$ cat src/rtl/foo_arbiter_pkg.sv
// Shared types and defaults for the foo arbiter and its response FIFO.
// Latency: n/a (package only).
// Backpressure: n/a (package only).
package foo_arbiter_pkg;

    localparam int DEF_NUM_REQ      = 4;
    localparam int DEF_PIPE_LATENCY = 3;
    localparam int DEF_FIFO_DEPTH   = 4;
    localparam int DATA_W           = 32;

    // Tag ids are carried at a fixed width large enough for any sane
    // requester count; the arbiter zero-extends into it and slices back out.
    localparam int TAG_ID_W         = 8;

    // Width of a requester id; a single requester still needs one bit.
    function automatic int id_width(input int n);
        return (n > 1) ? $clog2(n) : 1;
    endfunction

    // One slot of the tag delay line that shadows the external pipeline.
    typedef struct packed {
        logic                valid;
        logic [TAG_ID_W-1:0] id;
    } tag_t;

endpackage

$ cat src/rtl/foo_resp_fifo.sv
// Generic register-array FIFO holding completed responses ({id, data}).
// Latency: a push is visible at the head on the next cycle (pop_vld = !empty).
// Backpressure: push is ignored when full unless a pop frees a slot that cycle.
module foo_resp_fifo #(
    parameter int  DEPTH = 4,
    parameter int  WIDTH = 34,
    localparam int PTR_W = (DEPTH > 1) ? $clog2(DEPTH) : 1,
    localparam int CNT_W = $clog2(DEPTH + 1)
) (
    input  logic             clk,
    input  logic             rst,
    input  logic             push_vld,
    input  logic [WIDTH-1:0] push_dat,
    output logic             pop_vld,
    input  logic             pop_rdy,
    output logic [WIDTH-1:0] pop_dat,
    output logic [CNT_W-1:0] count
);

    logic [WIDTH-1:0] mem [DEPTH];
    logic [PTR_W-1:0] wr_ptr;
    logic [PTR_W-1:0] rd_ptr;
    logic             empty;
    logic             full;
    logic             do_push;
    logic             do_pop;

    // Pointers wrap explicitly so non-power-of-two depths work.
    function automatic logic [PTR_W-1:0] ptr_inc(input logic [PTR_W-1:0] p);
        return (p == PTR_W'(DEPTH - 1)) ? '0 : p + PTR_W'(1);
    endfunction

    assign empty   = (count == '0);
    assign full    = (count == CNT_W'(DEPTH));
    assign do_pop  = pop_vld & pop_rdy;
    assign do_push = push_vld & (!full | do_pop);

    assign pop_vld = !empty;
    // Head is forced to zero when empty so outputs are clean out of reset.
    assign pop_dat = empty ? '0 : mem[rd_ptr];

    // Storage write; contents need no reset since reads are gated by empty.
    always_ff @(posedge clk) begin
        if (do_push) begin
            mem[wr_ptr] <= push_dat;
        end
    end

    // Pointer and occupancy tracking; a simultaneous push and pop holds count.
    always_ff @(posedge clk or posedge rst) begin
        if (rst) begin
            wr_ptr <= '0;
            rd_ptr <= '0;
            count  <= '0;
        end else begin
            if (do_push) begin
                wr_ptr <= ptr_inc(wr_ptr);
            end
            if (do_pop) begin
                rd_ptr <= ptr_inc(rd_ptr);
            end
            case ({do_push, do_pop})
                2'b10:   count <= count + CNT_W'(1);
                2'b01:   count <= count - CNT_W'(1);
                default: count <= count;
            endcase
        end
    end

endmodule

$ cat src/rtl/foo_arbiter.sv
// Round-robin arbiter feeding a shared fixed-latency pipeline, with tag tracking and a response FIFO.
// Latency: issue to resp_valid is PIPE_LATENCY+1 cycles; grant is combinational from rr_ptr.
// Backpressure: issue stalls when FIFO entries plus in-flight work reach FIFO_DEPTH, so the FIFO never overflows.
module foo_arbiter
    import foo_arbiter_pkg::*;
#(
    parameter int  NUM_REQ      = DEF_NUM_REQ,
    parameter int  PIPE_LATENCY = DEF_PIPE_LATENCY,
    parameter int  FIFO_DEPTH   = DEF_FIFO_DEPTH,
    localparam int ID_W         = id_width(NUM_REQ)
) (
    input  logic                  clk,
    input  logic                  rst,
    input  logic [NUM_REQ-1:0]    req_valid,
    input  logic [NUM_REQ*32-1:0] req_x,
    output logic [NUM_REQ-1:0]    req_ready,
    output logic [31:0]           pipe_x,
    output logic                  pipe_input_valid,
    input  logic [31:0]           pipe_out,
    input  logic                  pipe_output_valid,
    output logic                  pipe_rst_n,
    output logic                  resp_valid,
    input  logic                  resp_ready,
    output logic [31:0]           resp_data,
    output logic [ID_W-1:0]       resp_id,
    output logic                  err_unexpected
);

    localparam int CNT_W  = $clog2(FIFO_DEPTH + 1);
    localparam int FIFO_W = DATA_W + ID_W;

    logic [ID_W-1:0]    rr_ptr;
    logic [CNT_W-1:0]   inflight;
    logic [CNT_W-1:0]   fifo_count;
    logic [CNT_W:0]     occupancy;
    logic               can_issue;

    logic [NUM_REQ-1:0] req_hi;
    logic               grant_vld;
    logic [ID_W-1:0]    grant_idx;
    logic               issue;

    tag_t               tag_q [PIPE_LATENCY];
    tag_t               tag_in;
    tag_t               tag_out;
    logic               ret_vld;
    logic               tag_id_unused;

    logic [FIFO_W-1:0]  fifo_head;

    // The pipeline has a synchronous reset, so it simply follows ours.
    assign pipe_rst_n = ~rst;

    // Credit: everything issued but not yet popped counts against the FIFO.
    assign occupancy = {1'b0, fifo_count} + {1'b0, inflight};
    assign can_issue = (occupancy < (CNT_W+1)'(FIFO_DEPTH));

    // Round-robin pick: lowest valid requester at or above rr_ptr, else lowest overall.
    always_comb begin
        req_hi    = '0;
        grant_vld = 1'b0;
        grant_idx = '0;
        for (int i = 0; i < NUM_REQ; i++) begin
            req_hi[i] = req_valid[i] && (i >= int'(rr_ptr));
        end
        for (int i = NUM_REQ - 1; i >= 0; i--) begin
            if (req_valid[i]) begin
                grant_vld = 1'b1;
                grant_idx = ID_W'(i);
            end
        end
        if (|req_hi) begin
            for (int i = NUM_REQ - 1; i >= 0; i--) begin
                if (req_hi[i]) begin
                    grant_idx = ID_W'(i);
                end
            end
        end
    end

    // One-hot ready and operand mux; reset and missing credit suppress any grant.
    always_comb begin
        req_ready = '0;
        pipe_x    = '0;
        for (int i = 0; i < NUM_REQ; i++) begin
            if (grant_vld && can_issue && !rst && (grant_idx == ID_W'(i))) begin
                req_ready[i] = 1'b1;
                pipe_x       = req_x[32*i +: 32];
            end
        end
    end

    assign pipe_input_valid = |(req_valid & req_ready);
    assign issue            = pipe_input_valid;

    // Advance the round-robin pointer past the requester just served.
    always_ff @(posedge clk or posedge rst) begin
        if (rst) begin
            rr_ptr <= '0;
        end else if (issue) begin
            rr_ptr <= (grant_idx == ID_W'(NUM_REQ - 1)) ? '0 : grant_idx + ID_W'(1);
        end
    end

    assign tag_in.valid = issue;
    assign tag_in.id    = TAG_ID_W'(grant_idx);

    // Tag delay line mirrors the pipeline depth so its tail lines up with pipe_output_valid.
    always_ff @(posedge clk or posedge rst) begin
        if (rst) begin
            for (int i = 0; i < PIPE_LATENCY; i++) begin
                tag_q[i] <= '0;
            end
        end else begin
            tag_q[0] <= tag_in;
            for (int i = 1; i < PIPE_LATENCY; i++) begin
                tag_q[i] <= tag_q[i-1];
            end
        end
    end

    assign tag_out = tag_q[PIPE_LATENCY-1];
    assign ret_vld = pipe_output_valid & tag_out.valid;

    // Upper tag id bits are always zero; fold them into a sink so the tag stays width-generic.
    assign tag_id_unused = |(tag_out.id >> ID_W);

    // In-flight count: up on issue, down on a tagged return, unchanged when both happen.
    always_ff @(posedge clk or posedge rst) begin
        if (rst) begin
            inflight <= '0;
        end else begin
            case ({issue, ret_vld})
                2'b10:   inflight <= inflight + CNT_W'(1);
                2'b01:   inflight <= inflight - CNT_W'(1);
                default: inflight <= inflight;
            endcase
        end
    end

    // A result with no matching tag is dropped and latched as an error until reset.
    always_ff @(posedge clk or posedge rst) begin
        if (rst) begin
            err_unexpected <= 1'b0;
        end else if (pipe_output_valid && !tag_out.valid) begin
            err_unexpected <= 1'b1;
        end
    end

    foo_resp_fifo #(
        .DEPTH (FIFO_DEPTH),
        .WIDTH (FIFO_W)
    ) u_resp_fifo (
        .clk      (clk),
        .rst      (rst),
        .push_vld (ret_vld),
        .push_dat ({tag_out.id[ID_W-1:0], pipe_out}),
        .pop_vld  (resp_valid),
        .pop_rdy  (resp_ready),
        .pop_dat  (fifo_head),
        .count    (fifo_count)
    );

    assign resp_data = fifo_head[DATA_W-1:0];
    assign resp_id   = fifo_head[DATA_W +: ID_W];

endmodule

$ cat config.mk
export PLATFORM = sky130hd
export DESIGN_NAME = foo_arbiter
export DESIGN_NICKNAME = d
export VERILOG_FILES = /design/src/rtl/foo_arbiter_pkg.sv /design/src/rtl/foo_resp_fifo.sv /design/src/rtl/foo_arbiter.sv
export SDC_FILE = /design/constraint.sdc
export NUM_CORES = 1
export LEC_CHECK = 0
export BUFFER_PORTS_ARGS = -buffer_cell sky130_fd_sc_hd__buf_2
export CORE_MARGIN = 3
export CORE_UTILIZATION = 46
export CTS_CLUSTER_DIAMETER = 40
export CTS_CLUSTER_SIZE = 12
export DETAILED_ROUTE_END_ITERATION = 7
export PLACE_DENSITY = 0.76
export RECOVER_POWER = 25
export SLEW_MARGIN = 20
export SYNTH_ARGS = -nofsm -noshare
export SYNTH_HDL_FRONTEND = slang
export SYNTH_SLANG_ARGS = --single-unit
$ cat constraint.sdc
create_clock -name clk -period 2.6 [get_ports clk]
set_input_delay 0.13 -clock clk [delete_from_list [all_inputs] [get_ports clk]]
set_output_delay 0.13 -clock clk [all_outputs]
set_load 0.02 [all_outputs]
==> impl_metrics.ini, run 1 <==
[run_status]
status = finished with violations
violations = negative setup slack

[worst_setup_path]
cp.arrival_ns = 3.03
path_max_fanout = 5
required_ns = 2.89
critPathKind = reg -> reg
cp-start-kind = flop
end_kind = flop
r2r_slack_ns = -0.14

[timing]
tns_ns = -2.16
slew_headroom_pct = 67.0
max_freq_mhz = 365
setup_slack_ns = -0.137
worst_slew_pin_slew_ns = 0.495
period_share_pct = 105
hold_viol_final = 0
setup_viol_count_final = 34
rsz0062_at_grt = true
period_needed_ns = 2.74
slew_violations = 0
fin_skew_ns = 0.00859

[placement]
port_buffers = 241
dp_hpwl_mm = 14.5
gp_congestion = 0.939

[cts]
clock_latency_ns = 0.41
cts_tree = yes
htree_levels = 4
path_clk_slew_ns = 0.07
numCtsBuffers = 17
clockBufferDepth = 2
root_buffer = clkbuf_16
cts_sinks = 158

[global_routing]
grt_usage_pct = 23.4
grt_remaining_overflow = 0
grt_pass1_vias = 6130
grt_pass1_wl_mm = 32.0
grt_max_degree = 36
antenna_found_initial = 9

[floorplanning]
core-area_mm2 = 0.0159
die_h_um = 134
die_w_um = 134
initial_core_util_pct = 47.1
num_rows = 46
dieArea_mm2 = 0.0179
ios = 242

[synth]
ys_ff_latch = 158
syn_inst = 541
syn-num-nets = 724
yosys.area.top_type = edfxtp_1
synth-edff-count = 136
ys_dominant_reg_cell = edfxtp_1
synth_top_cell_area_share_pct = 54.4
synth_warnings = 0
netlist_area_mm2 = 0.00751
avgSynthCellArea_um2 = 13.9
ys_seq_area_share_pct = 61.7
synth_area_leaders = edfxtp_1, mux4_2, dfrtp_1
yosys.cell_types.count = 33
postSynth.asyncResetShare_pct = 13.9

[route]
ant_nets = 0
drt_wl_total_mm = 21.4
firstDrtPassIters = 6
wl_per_cell_um = 20.1
num_vias = 5792
drtIter0Drc = 242
drt-vias-per-instance = 5.43
drc_errors = 0

[flow_run]
cap_violations = 0

[power_and_ir_drop]
leakage_nw = 4.03
power_w = 0.0107
powerDensity_mw_per_mm2 = 1020
ir_worst_vdd_v = 0.000690

[cells_and_area]
nets = 1013
drive_gt1_share_pct = 43.8
areaGrowthSynthToFinish_pct = 38.8

[min_path]
hp-class = in -> reg
## synthesized netlist by cell type (2+ instances only)
master / number
nand2_1: 37
o21a_1: 33
mux2_2: 4
dfrtp_1: 22
buf_6: 7
mux2i_1: 2
a21o_1: 3
o21ai_0: 34
mux4_2: 34
fa_1: 2
xor2_1: 2
ha_1: 13
buf_2: 11
a21oi_1: 34
a22oi_1: 34
xnor2_1: 4
buf_1: 4
nor2_1: 39
edfxtp_1: 136
clkbuf_1: 18
inv_1: 18
and2_1: 39
## path summary, 6_finish.rpt
| kind | cells past startpoint | from | end |
|---|---|---|---|
| worst min register to register | 0 | tag_q[19] | tag_q[10] |
| worst max-delay path | 12 | rr_ptr[1] | inflight[1] |
| max in group asynchronous | 4 | rst | u_resp_fifo.rd_ptr[0] |
| min in group asynchronous | 4 | rst | err_unexpected |
| worst min-delay path | 3 | resp_ready | u_resp_fifo.rd_ptr[0] |
| worst max register to register | 12 | rr_ptr[1] | inflight[1] |
## power by group
group          internal, W  switching, W  total (W)
clock              0.00125       0.00101    0.00225
combinational      0.00241       0.00277    0.00518
sequential         0.00300      0.000234    0.00324
total              0.00666       0.00401     0.0107
## cell usage in the layout, fill, tap and decap left out, types with 3 or more instances in the layout
cell type	Yosys	routed
buf_2	11	191
edfxtp_1	136	136
buf_4	0	43
nor2_1	39	38
nand2_1	37	37
and2_1	39	35
mux4_2	34	34
dlygate4sd3_1	0	34
o21a_1	33	33
a21oi_1	34	25
a22oi_1	34	24
o21ai_0	34	23
clkbuf_1	18	22
dfrtp_1	22	20
clkbuf_16	0	18
inv_1	18	13
o21ai_1	0	11
buf_12	0	11
a22oi_2	0	10
a21oi_2	1	9
diode_2	0	8
ha_1	13	8
clkinvlp_4	0	6
inv_6	0	6
buf_6	7	6
xnor2_1	4	4
and2_2	0	4
ha_4	0	4
a21o_1	3	3
mux2_2	4	3
## layer usage
layer / routed length (µm) / vias to the layer above / global-route usage, %
met2: 11600 / 295 / 43.6
met4: 1060 / 0 / 12.6
met1: 7440 / 2801 / 24.5
met5: 0 / - / 0
met3: 1260 / 75 / 4.99
li1: - / 2621 / -
## critical path, stage by stage (launching register included)
cell      delay (ns)
dfrtp_2         0.46
nand2b_4        0.16
a21o_1          0.21
o221ai_4        0.11
inv_2           0.12
ha_4            0.21
buf_6           0.11
a22oi_2         0.24
a21oi_4         0.09
inv_2           0.07
ha_4            0.13
fa_2            0.43
mux2_4          0.27
## cell families after synthesis
family,after synthesis,synth area share (%)
flip-flops,158,61.7
adder cells (fa/ha/maj),15,2.70
multiplexers,40,11.1
AO/OA/AOI/OAI,142,12.0
buffers and inverters,58,3.78
AND/OR/NAND/NOR,122,8.01
XOR/XNOR,6,0.700
## metrics by stage
step	area, µm²	hold WS (ns)	worst slack, ns	utilization, %	std cells
3_5_place_dp	9020	0.263	-0.0840	56.6	976
2_1_floorplan	7550	0.189	-0.0454	-	541
4_1_cts	10300	0.118	-0.0494	64.8	1057
5_1_grt	10400	0.134	-0.220	65.4	1067
3_3_place_gp	9020	0.249	0.106	56.6	976
6_report	10400	0.119	-0.137	65.4	1067
## area by class of cell
type | instances | area [µm²]
sequential | 158 | 4640
timing repair buffer | 310 | 2070
clock buffer | 17 | 425
inverter | 18 | 76.3
clock inverter | 15 | 129
antenna | 8 | 20.0
multi-input combinational | 325 | 2800
fill | 1210 | 5520
tap | 216 | 270
## timing repair
action,CTS,global route
hold endpoints to repair,151,0
cloned,4,1
setup endpoints to repair,36,39
pin swaps,15,16
resized for setup,67,34
hold buffers,34,0
buffers inserted,11,2
## flip-flops by register name, indices dropped and copies added, names as in the netlist
signal              cells
err_unexpected          1
inflight                3
rr_ptr                  2
tag_out                 3
tag_q                   6
u_resp_fifo.count       3
u_resp_fifo.mem       136
u_resp_fifo.rd_ptr      2
u_resp_fifo.wr_ptr      2
Power figures use the tool's default switching activity.
==> run 2: changes to the inputs <==
--- a/config.mk
+++ b/config.mk
@@ -6,6 +6,7 @@
 export NUM_CORES = 1
 export LEC_CHECK = 0
 export BUFFER_PORTS_ARGS = -buffer_cell sky130_fd_sc_hd__buf_2
+export CORE_ASPECT_RATIO = 0.5
 export CORE_MARGIN = 3
 export CORE_UTILIZATION = 46
 export CTS_CLUSTER_DIAMETER = 40
==> constraint.sdc (replaced) <==
create_clock -name clk -period 2.25 [get_ports clk]
set_input_delay 0.1125 -clock clk [delete_from_list [all_inputs] [get_ports clk]]
set_output_delay 0.1125 -clock clk [all_outputs]
set_load 0.02 [all_outputs]
==> run 2 against run 1 <==
The run still ends with negative setup slack left. Critical path depth increased by 1. Power increased by 29%. Global-route usage decreased by 0.60 points. Design area increased by 7.2%. Clock skew about the same. Non-clock buffer count increased by 21. Sequential cell count unchanged.
==> impl_metrics.ini, run 2 (synthesized netlist as in run 1, its figures left out) <==
[worst_setup_path]
crit_family = compound AO/OA/AOI/OAI gates
reg2reg_from = rr_ptr[1]
cp.depth = 13
end_kind = flop
critPathMaxStageDelay_ns = 0.41
cp.arrival_ns = 2.95
rr_worst_depth = 13
cp_slowest_cell = dfrtp_2
r2r-end = inflight[2]
r2r_slack_ns = -0.37
cpMostUsedCell = ha_4
crit_path_end = inflight[2]
cp-start-kind = flop
required_ns = 2.58
cp-startpoint = rr_ptr[1]
cp_cell_sequence = a21oi_2 > o21a_1 > o22a_4 > inv_4 > ha_4 > a22oi_2 > a21oi_4 > inv_2 > ha_4 > fa_2 > xnor2_2 > nor2_1 > xor2_1
worst-path-buf-inv = 2
critPathKind = reg -> reg
path_max_fanout = 5

[cts]
root_buffer = clkbuf_16
cts_tree = yes
clockBufferDepth = 2
path_clk_slew_ns = 0.06
numCtsBuffers = 17
htree_levels = 4
cts_sinks = 158
clock_latency_ns = 0.41

[timing]
hold_viol_final = 0
max_freq_mhz = 382
fin_skew_ns = 0.00890
tns_ns = -9.87
setup_viol_count_final = 37
rsz0062_at_grt = true
period_needed_ns = 2.62
slew_headroom_pct = 64.4
slew_violations = 0
period_share_pct = 116
setup_slack_ns = -0.366
worst_slew_pin_slew_ns = 0.534

[placement]
pre_cts_ws_ns = -0.274
gp_congestion = 0.885
placed_cell_area_mm2 = 0.00914
dp_hpwl_mm = 12.5
port_buffers = 241

[cells_and_area]
fin_area_mm2 = 0.0112
ff_latch_area_mm2 = 0.00464
top_register = u_resp_fifo.mem
mostFrequentLayoutCells = buf_2, edfxtp_1, buf_4
largestRegisters = u_resp_fifo.mem (136), tag_q (6)
largest_reg_flops = 136
multi_input_area_mm2 = 0.00306
final_common_cell = buf_2
areaGrowthSynthToFinish_pct = 48.9
nets = 1034
drive_gt1_share_pct = 52.7
nFillCells = 1063

[route]
drtIter0Drc = 245
drc_errors = 0
ant_nets = 0
num_vias = 5837
drt-vias-per-instance = 5.37
drt_wl_total_mm = 21.1
firstDrtPassIters = 5
wl_per_cell_um = 19.4

[power_and_ir_drop]
leakage_nw = 4.29
powerDensity_mw_per_mm2 = 1230
ir_worst_vdd_v = 0.000682

[floorplanning]
num_rows = 32
die_w_um = 187
ios = 242
dieArea_mm2 = 0.0180
die_h_um = 96.4
initial_core_util_pct = 47.8
core-area_mm2 = 0.0157

[global_routing]
grt_remaining_overflow = 0
grt_pass1_wl_mm = 31.4
grt_pass1_vias = 5959
grt_usage_pct = 22.8
grt_max_degree = 36
antenna_found_initial = 2

[min_path]
hp-class = in -> reg

[run_status]
status = finished with violations
violations = negative setup slack

[flow_run]
cap_violations = 0
==> run 2: power breakdown <==
group	internal, W	total (W)	switching, W
sequential	0.00347	0.00373	0.000260
clock	0.00162	0.00272	0.00110
combinational	0.00364	0.00733	0.00368
total	0.00874	0.0138	0.00504
==> run 2: tightest hold or removal path, stage by stage <==
cell	delay (ns)
buf_2	0.11
nand2_1	0.13
a21o_1	0.14
==> run 2: repair_timing <==
item,CTS,global route
hold buffers,34,0
hold endpoints to repair,151,0
endpoints found under the setup margin,39,176
buffers inserted,5,9
resized for setup,149,66
gates cloned,9,6
pin swaps,28,35
==> run 2: area by class of cell <==
class	instances	area share (%)
diodes	2	0.0448
repair buffers	331	22.8
multi-input cells	325	27.3
inverters	18	0.761
flip-flops and latches	158	41.5
clock buffers	17	3.80
clock inverters	14	1.31
well taps	221	2.47
==> run 2: worst min path at each step <==
| stage | to | cells after the start | slack [ns] | startpoint |
|---|---|---|---|---|
| floorplan | err_unexpected | 1 | 0.17 | rst |
| global placement | err_unexpected | 3 | 0.23 | rst |
| detailed placement | err_unexpected | 3 | 0.24 | rst |
| CTS | u_resp_fifo.rd_ptr[0] | 3 | 0.09 | resp_ready |
| global route | u_resp_fifo.rd_ptr[0] | 3 | 0.14 | resp_ready |
| finish | u_resp_fifo.rd_ptr[0] | 3 | 0.12 | resp_ready |
==> run 2: metrics by stage <==
stage / power, W / util (%) / cells / hold slack [ns]
2_1_floorplan: 0.00757 / - / 541 / 0.172
3_3_place_gp: 0.00902 / 58.3 / 990 / 0.230
3_5_place_dp: 0.00913 / 58.3 / 990 / 0.239
4_1_cts: 0.0132 / 68.8 / 1069 / 0.0875
5_1_grt: 0.0145 / 71.2 / 1085 / 0.144
6_report: 0.0138 / 71.2 / 1086 / 0.118
==> run 2: routing by layer <==
metal | routed length (µm) | global-route usage, % | up-vias
met1 | 7970 | 26.4 | 2851
li1 | - | - | 2670
met3 | 1450 | 6.15 | 64
met2 | 10900 | 40.6 | 250
met4 | 741 | 10.4 | 2
met5 | 13 | 0 | -
==> run 3: changes to the inputs <==
--- a/config.mk
+++ b/config.mk
@@ -13,7 +13,7 @@
 export CTS_CLUSTER_SIZE = 12
 export DETAILED_ROUTE_END_ITERATION = 7
 export PLACE_DENSITY = 0.76
-export RECOVER_POWER = 25
+export RECOVER_POWER = 100
 export SLEW_MARGIN = 20
 export SYNTH_ARGS = -nofsm -noshare
 export SYNTH_HDL_FRONTEND = slang
==> run 3 against run 2 <==
The flow still finishes with violations (negative setup slack). Clock power about the same. Hold slack hardly changed. Combinational power about the same. Design area decreased by 0.19%. Global-route usage is the same. Register-to-register slack about the same. Power about the same. Maximum frequency hardly changed. Critical endpoint unchanged. Largest power group unchanged.
==> impl_metrics.ini, run 3 (synthesized netlist as in run 1, its figures left out) <==
[global_routing]
grt_pass1_vias = 5959
antenna_found_initial = 2
grt_usage_pct = 22.8
grt_max_degree = 36
grt_pass1_wl_mm = 31.4
grt_remaining_overflow = 0

[timing]
period_share_pct = 116
period_needed_ns = 2.61
worst_slew_pin_slew_ns = 1.21
tns_ns = -9.76
rsz0062_at_grt = true
fin_skew_ns = 0.00892
slew_headroom_pct = 19.3
setup_viol_count_final = 37
max_freq_mhz = 383
hold_viol_final = 0
setup_slack_ns = -0.364
slew_violations = 0

[cells_and_area]
fin_util_pct = 71.1
nets = 1034
ff_latch_area_mm2 = 0.00464
top_register = u_resp_fifo.mem
final_common_cell = buf_2
drive_gt1_share_pct = 51.0
largestRegisters = u_resp_fifo.mem (136), tag_q (6)
areaGrowthSynthToFinish_pct = 48.6
multi_input_area_mm2 = 0.00306
largest_reg_flops = 136
mostFrequentLayoutCells = buf_2, edfxtp_1, buf_4
nFillCells = 1073

[min_path]
min_from = resp_ready
hp-class = in -> reg
worst_hold_path.endpoint = u_resp_fifo.rd_ptr[0]
worstHoldPathCells = 3

[worst_setup_path]
reg2reg_from = rr_ptr[1]
required_ns = 2.58
cp-start-kind = flop
r2r_slack_ns = -0.36
critPathKind = reg -> reg
cpMostUsedCell = ha_4
critPathMaxStageDelay_ns = 0.41
cp.arrival_ns = 2.95
rr_worst_depth = 13
end_kind = flop
r2r-end = inflight[2]
cp_cell_sequence = a21oi_2 > o21a_1 > o22a_4 > inv_4 > ha_4 > a22oi_2 > a21oi_4 > inv_2 > ha_4 > fa_2 > xnor2_2 > nor2_1 > xor2_1
path_max_fanout = 5
cp_slowest_cell = dfrtp_2

[power_and_ir_drop]
leakage_nw = 4.25
ir_worst_vdd_v = 0.000681
powerDensity_mw_per_mm2 = 1230

[floorplanning]
die_h_um = 96.4
dieArea_mm2 = 0.0180
die_w_um = 187
num_rows = 32
ios = 242
initial_core_util_pct = 47.8
core-area_mm2 = 0.0157

[route]
drt_wl_total_mm = 21.1
drc_errors = 0
drt-vias-per-instance = 5.37
num_vias = 5835
wl_per_cell_um = 19.4
firstDrtPassIters = 4
drtIter0Drc = 235
ant_nets = 0

[cts]
numCtsBuffers = 17
root_buffer = clkbuf_16
htree_levels = 4
path_clk_slew_ns = 0.06
clockBufferDepth = 2
cts_sinks = 158
cts_tree = yes
clock_latency_ns = 0.41

[flow_run]
cap_violations = 0

[placement]
gp_congestion = 0.885
dp_hpwl_mm = 12.5
port_buffers = 241

[run_status]
status = finished with violations
violations = negative setup slack
==> run 3: cell count changes in the layout (fill, tap and decap cells not counted) <==
cell,before,now
buf_2,183,169
buf_4,39,38
clkbuf_1,21,36
==> run 3: final cells by class <==
type | instances | share of cell area (%)
flip-flops and latches | 158 | 41.6
multi-input cells | 325 | 27.4
repair buffers | 331 | 22.6
clock buffers | 17 | 3.81
well taps | 221 | 2.48
clock inverters | 14 | 1.31
inverters | 18 | 0.762
diodes | 2 | 0.0448
==> run 3: power by group <==
group	internal (W)	switching, W
Sequential	0.00347	0.000260
Clock	0.00162	0.00110
Combinational	0.00364	0.00368
==> run 3: per-stage QoR <==
stage	power (W)	cell area [µm²]	instances	hold slack [ns]	worst slack, ns
2_1_floorplan	0.00757	7600	541	0.172	-0.395
3_3_place_gp	0.00902	9140	990	0.230	-0.179
3_5_place_dp	0.00913	9140	990	0.239	-0.274
4_1_cts	0.0132	10800	1069	0.0875	-0.335
5_1_grt	0.0145	11200	1085	0.144	-0.449
6_report	0.0138	11200	1086	0.118	-0.364
==> run 3: worst max path at each step <==
stage                     startpoint           to  slack [ns]  cells after the start
after floorplan            rr_ptr[1]  inflight[1]       -0.40                     12
after CTS                  rr_ptr[1]   pipe_x[11]       -0.33                     11
after global routing       rr_ptr[1]  inflight[2]       -0.45                     13
after detailed placement   rr_ptr[1]  inflight[1]       -0.27                     11
after global placement     rr_ptr[1]  inflight[2]       -0.18                     13
final                      rr_ptr[1]  inflight[2]       -0.36                     13
==> run 3: per-layer routing <==
layer / routed length, µm / part of all wire, % / up-vias / global-route usage, %
met5: 13 / 0.062 / - / 0
met4: 669 / 3.2 / 2 / 10.4
met3: 1450 / 6.9 / 58 / 6.15
met2: 10900 / 52 / 240 / 40.6
met1: 7980 / 38 / 2865 / 26.4
li1: - / - / 2670 / -
==> run 3: repair_timing <==
item / CTS / global route
endpoints found under the setup margin: 39 / 176
buffers inserted: 5 / 9
resized for setup: 149 / 66
cloned: 9 / 6
hold buffers: 34 / 0
pin swaps: 28 / 35
hold endpoints to repair: 151 / 0
==> run 3: critical path: cells and delay by family (launching register included) <==
family                     cells  cell delay, ns
adders and majority gates      3            0.75
AOI/OAI and AO/OA              5            0.80
DFF                            1            0.41
buffers and inverters          2            0.15
xor gates and xnor gates       2            0.31
and+or+nand+nor                1            0.12
